<file path="config.mk">
export PLATFORM = sky130hd
export DESIGN_NAME = ssd_scan_ctrl
export DESIGN_NICKNAME = d
export VERILOG_FILES = /design/src/rtl/ssd_scan_ctrl.sv
export SDC_FILE = /design/constraint.sdc
export NUM_CORES = 1
export LEC_CHECK = 0
export CAP_MARGIN = 5
export CORE_UTILIZATION = 43
export DETAILED_ROUTE_END_ITERATION = 10
export PLACE_DENSITY_LB_ADDON = 0.25
export SYNTH_ARGS = -nofsm -noshare
export SYNTH_HDL_FRONTEND = slang
export SYNTH_SLANG_ARGS = --single-unit
export TNS_END_PERCENT = 20
</file>
<file path="constraint.sdc">
create_clock -name ssd_scan_clk -period 5.25 [get_ports ssd_scan_clk]
set_clock_uncertainty 0.1 [all_clocks]
set_input_delay 0.7875 -clock ssd_scan_clk [delete_from_list [all_inputs] [get_ports ssd_scan_clk]]
set_output_delay 0.7875 -clock ssd_scan_clk [all_outputs]
set_load 0.05 [all_outputs]
</file>
<file path="src/rtl/ssd_scan_ctrl.sv">
// Eight-digit common-anode seven-segment scan controller with per-slot anti-ghost blanking,
// frame-synchronous data shadowing, digit masking and leading-zero blanking.
module ssd_scan_ctrl #(
  parameter int unsigned TICK_DIV     = 100000,
  parameter int unsigned BLANK_CYCLES = 4
) (
  input  logic        ssd_scan_clk,
  input  logic        ssd_scan_rst,
  input  logic        ssd_scan_en,
  input  logic [31:0] ssd_scan_data,
  input  logic [7:0]  ssd_scan_digit_en,
  input  logic        ssd_scan_lzb,
  output logic [6:0]  ssd_scan_cc,
  output logic [7:0]  ssd_scan_an,
  output logic [2:0]  ssd_scan_digit,
  output logic        ssd_scan_frame
);

  localparam int unsigned CntW = $clog2(TICK_DIV);
  localparam logic [CntW-1:0] BlankLast = CntW'(BLANK_CYCLES - 1);
  localparam logic [CntW-1:0] SlotLast  = CntW'(TICK_DIV - 1);

  typedef enum logic [1:0] {StOff, StBlank, StShow} state_e;

  state_e          r_state, w_state_nxt;
  logic [CntW-1:0] r_cnt, w_cnt_nxt;
  logic [2:0]      r_idx, w_idx_nxt;
  logic [31:0]     r_shadow, w_shadow_nxt;
  logic [7:0]      r_an, w_an_nxt;
  logic [6:0]      r_cc, w_cc_nxt;
  logic            r_frame, w_frame_nxt;
  logic [3:0]      w_nib;

  function automatic logic [6:0] seg_decode(input logic [3:0] nib);
    logic [6:0] seg;
    case (nib)
      4'h0: seg = 7'b1000000;
      4'h1: seg = 7'b1111001;
      4'h2: seg = 7'b0100100;
      4'h3: seg = 7'b0110000;
      4'h4: seg = 7'b0011001;
      4'h5: seg = 7'b0010010;
      4'h6: seg = 7'b0000010;
      4'h7: seg = 7'b1111000;
      4'h8: seg = 7'b0000000;
      4'h9: seg = 7'b0010000;
      4'hA: seg = 7'b0001000;
      4'hB: seg = 7'b0000011;
      4'hC: seg = 7'b1000110;
      4'hD: seg = 7'b0100001;
      4'hE: seg = 7'b0000110;
      default: seg = 7'b0001110;
    endcase
    return seg;
  endfunction

  // True when nibble i and every more significant nibble are zero.
  function automatic logic upper_zero(input logic [31:0] v, input logic [2:0] i);
    logic z;
    z = 1'b1;
    for (int j = 0; j < 8; j++) begin
      if (j >= int'(i) && v[4*j +: 4] != 4'h0) z = 1'b0;
    end
    return z;
  endfunction

  always_comb begin
    w_state_nxt  = r_state;
    w_cnt_nxt    = r_cnt;
    w_idx_nxt    = r_idx;
    w_shadow_nxt = r_shadow;
    w_frame_nxt  = 1'b0;
    if (!ssd_scan_en) begin
      w_state_nxt = StOff;
      w_cnt_nxt   = '0;
      w_idx_nxt   = '0;
    end else begin
      case (r_state)
        StOff: begin
          w_state_nxt  = StBlank;
          w_cnt_nxt    = '0;
          w_idx_nxt    = '0;
          w_shadow_nxt = ssd_scan_data;
          w_frame_nxt  = 1'b1;
        end
        StBlank: begin
          w_cnt_nxt = r_cnt + CntW'(1);
          if (r_cnt == BlankLast) w_state_nxt = StShow;
        end
        StShow: begin
          if (r_cnt == SlotLast) begin
            w_state_nxt = StBlank;
            w_cnt_nxt   = '0;
            w_idx_nxt   = r_idx + 3'd1;
            if (r_idx == 3'd7) begin
              w_shadow_nxt = ssd_scan_data;
              w_frame_nxt  = 1'b1;
            end
          end else begin
            w_cnt_nxt = r_cnt + CntW'(1);
          end
        end
        default: w_state_nxt = StOff;
      endcase
    end
  end

  // Outputs are derived from the next state so an/cc register on the same edge as the state.
  always_comb begin
    w_an_nxt = 8'hFF;
    w_cc_nxt = 7'h7F;
    w_nib    = w_shadow_nxt[4*w_idx_nxt +: 4];
    if (w_state_nxt == StShow) begin
      w_cc_nxt = seg_decode(w_nib);
      w_an_nxt = ~(8'b1 << w_idx_nxt);
      if (!ssd_scan_digit_en[w_idx_nxt] ||
          (ssd_scan_lzb && w_idx_nxt != 3'd0 && upper_zero(w_shadow_nxt, w_idx_nxt))) begin
        w_an_nxt = 8'hFF;
      end
    end
  end

  always_ff @(posedge ssd_scan_clk) begin
    if (!ssd_scan_rst) begin
      r_state  <= StOff;
      r_cnt    <= '0;
      r_idx    <= '0;
      r_shadow <= '0;
      r_an     <= 8'hFF;
      r_cc     <= 7'h7F;
      r_frame  <= 1'b0;
    end else begin
      r_state  <= w_state_nxt;
      r_cnt    <= w_cnt_nxt;
      r_idx    <= w_idx_nxt;
      r_shadow <= w_shadow_nxt;
      r_an     <= w_an_nxt;
      r_cc     <= w_cc_nxt;
      r_frame  <= w_frame_nxt;
    end
  end

  assign ssd_scan_an    = r_an;
  assign ssd_scan_cc    = r_cc;
  assign ssd_scan_digit = r_idx;
  assign ssd_scan_frame = r_frame;

endmodule

</file>
==> run metrics <==
number of flops mapped to enable cells by yosys=0; reg2reg start=r_cnt[0]; hold crit path type=flop to flop; MaxCap Viol Count=0; Pins Over Slew Limit=0; DR vias=roughly 3.5k; Fmax=around 230 MHz; io pins=63; ANT nets after route=0; post-route setup TNS=0 ns; Least-Margin Pin Slew=between 1 and 1.5 ns; synth top area cells=dfxtp_1 38%, a22o_1 4.7%, ha_1 4.4%; Worst Setup Start Kind=flop; CTS resizes=0; Commonest cells post-synth=70 x dfxtp_1, 38 x nor2_1, 36 x nand2_1, 25 x and2_1, 20 x a22o_1; DIE AREA=0.00906 mm²; overflow left after global routing=0; H-tree depth=3; Net Count, Synth=~490; Worst-path clk slew=roughly 0.08 ns; CTS tree=built; Initial Utilization=0.450; synthesized area per cell=around 8.7 µm²; VDD IR-drop max=around 0.16 mV; hold buffer count at cts=0; Final Non-Filler Cells=597; status=finished, final reports clean; post-placement cell count=around 580; number of synthesized register bits=70; critical path arrival=about 4.4 ns; Area growth syn-to-layout=24.6%; Die Y=between 90 and 100 µm; final setup violation count=0; WHS Endpoint=r_cnt[14]; Synth Flop Type=dfxtp_1; Core ar.=slightly above 0.008 mm²; Synth Instances=approximately 430; fin crit period=roughly 4.3 ns; top-area cell type share of the netlist area=0.375; Post-CTS Setup Bufs=0; Initial DRC Count=~150; crit path kind=flop to flop; leak pwr=1.74 nW; final total power=~0.0012 W; Total Routing Usage GR=0.235; post-synthesis sequential area ratio=0.375; initial antenna violation count=0; DRT Pass-1 Iters=4; largest net degree at the start of global routing=35; Setup crit end kind=flop; Die Width=around 95 µm; Max-slew headroom=0.311; final worst-path cycle share=0.827; PwrDens=approximately 250 mW/mm²; Worst EP required=5.34 ns; Crit. Startpoint=r_cnt[0]; GPL Wtd Cong=~0.90; top cell type by total area after synthesis=dfxtp_1; Routed WL=between 9000 and 10000 µm; via/cell ratio=5.79; global-route wire length before repair=16200 µm; WL per Instance=16.7 µm; share of post-route cells with drive strength above 1=0.0752; crit-path max FO=9; most frequent cell after synthesis=dfxtp_1; Clock Sinks=70; Hold Fails Final Rpt=0; share of flip-flops with an asynchronous set or reset after synthesis=0; min-delay src=r_cnt[14]; Synth cell types=67; DRC Markers=0; DP HPWL=about 7500 µm; fin nets=544; R2R depth=14; IO Port Bufs=62; num rows=33; clk_lat worst skew=~0.36 ns; R2R setup slack=between 0.9 and 1 ns; vias in the first global route=approximately 3.3k; Num CTS Buffers=9; diode count=0; root buffer cell=clkbuf_8; synth warn=0; reg2reg end=ssd_scan_cc[3]; Mapped Area=around 0.0037 mm²; Clock Tree Buf Depth=2; RSZ-0062 raised after global routing=false; Fillers=approximately 760; Cells on Worst Hold Path=2
[routing by layer]
| layer | routed length (µm) | GRT usage | share of wire |
|---|---|---|---|
| met5 | 0 | 0 | 0 |
| met4 | 131 | 0.0896 | 0.013 |
| met3 | 625 | 0.0447 | 0.063 |
| met2 | 4660 | 0.375 | 0.47 |
| met1 | 4580 | 0.312 | 0.46 |
[area by class of cell]
type | count | area, µm² | share of cell area
clock buffer | 10 | 128 | 0.0274
clock inverter | 6 | 86.3 | 0.0185
inverter | 14 | 52.6 | 0.0113
multi-input combinational | 324 | 2190 | 0.471
sequential | 70 | 1400 | 0.301
tap | 105 | 131 | 0.0282
timing repair buffer | 68 | 666 | 0.143
[registers in the layout, summed over array words and instances (netlist names)]
register	flops
r_cnt	17
ssd_scan_digit	3
r_state	2
ssd_scan_an	8
ssd_scan_frame	1
r_shadow	32
ssd_scan_cc	7
[placed cells by master (no fill, tap or decap), drive strengths merged, types with 13 or more instances in the layout]
| cell | count |
|---|---|
| nor2 | 39 |
| nor2b | 17 |
| clkdlybuf4s50 | 62 |
| o21ai | 14 |
| ha | 13 |
| inv | 14 |
| a22o | 20 |
| dfxtp | 70 |
| nand2 | 36 |
| and2 | 25 |
| nand3 | 14 |
| a22oi | 16 |
[worst max path at each step]
stage,endpoint,cells after the start
3_3_place_gp,ssd_scan_cc[3],12
3_5_place_dp,ssd_scan_cc[3],12
6_report,ssd_scan_cc[3],14
2_1_floorplan,ssd_scan_cc[5],13
4_1_cts,ssd_scan_cc[3],14
5_1_grt,ssd_scan_cc[3],14
[critical path: stages (launching register included)]
cell and delay [ns]:
dfxtp_1 0.40, ha_1 0.23, or4b_1 0.62, nor4_4 0.55, a21o_1 0.26, nand2_1 0.26, a21oi_1 0.24, a311oi_1 0.08
o31ai_1 0.68, inv_1 0.15, ha_1 0.26, inv_1 0.11, mux2i_1 0.08, nand2_1 0.08, o211ai_1 0.08
[power breakdown]
| group | total (W) | switching (W) | internal [W] |
|---|---|---|---|
| sequential | 0.000551 | 0.00000525 | 0.000546 |
| clock | 0.000476 | 0.000209 | 0.000267 |
| combinational | 0.000156 | 0.0000795 | 0.0000767 |
[metrics by stage]
stage | util | cell area [µm²] | hold slack (ns) | setup WS [ns]
after CTS | 0.561 | 4660 | 0.396 | 1.02
after detailed placement | 0.535 | 4440 | 0.382 | 0.951
after global placement | 0.535 | 4440 | 0.372 | 0.967
final | 0.561 | 4660 | 0.395 | 0.908
after floorplan | - | 3740 | 0.358 | 1.60
after global routing | 0.561 | 4660 | 0.437 | 0.614
[cells by family after synthesis]
| family | after synthesis | share of synthesized area |
|---|---|---|
| buffers and inverters | 35 | 0.0395 |
| XOR/XNOR | 12 | 0.0281 |
| multiplexers | 14 | 0.0405 |
| AND/OR/NAND/NOR | 177 | 0.254 |
| adder cells (fa/ha/maj) | 13 | 0.0435 |
| AO/OA/AOI/OAI | 108 | 0.219 |
| flip-flops | 70 | 0.375 |
Power figures use the tool's default switching activity.
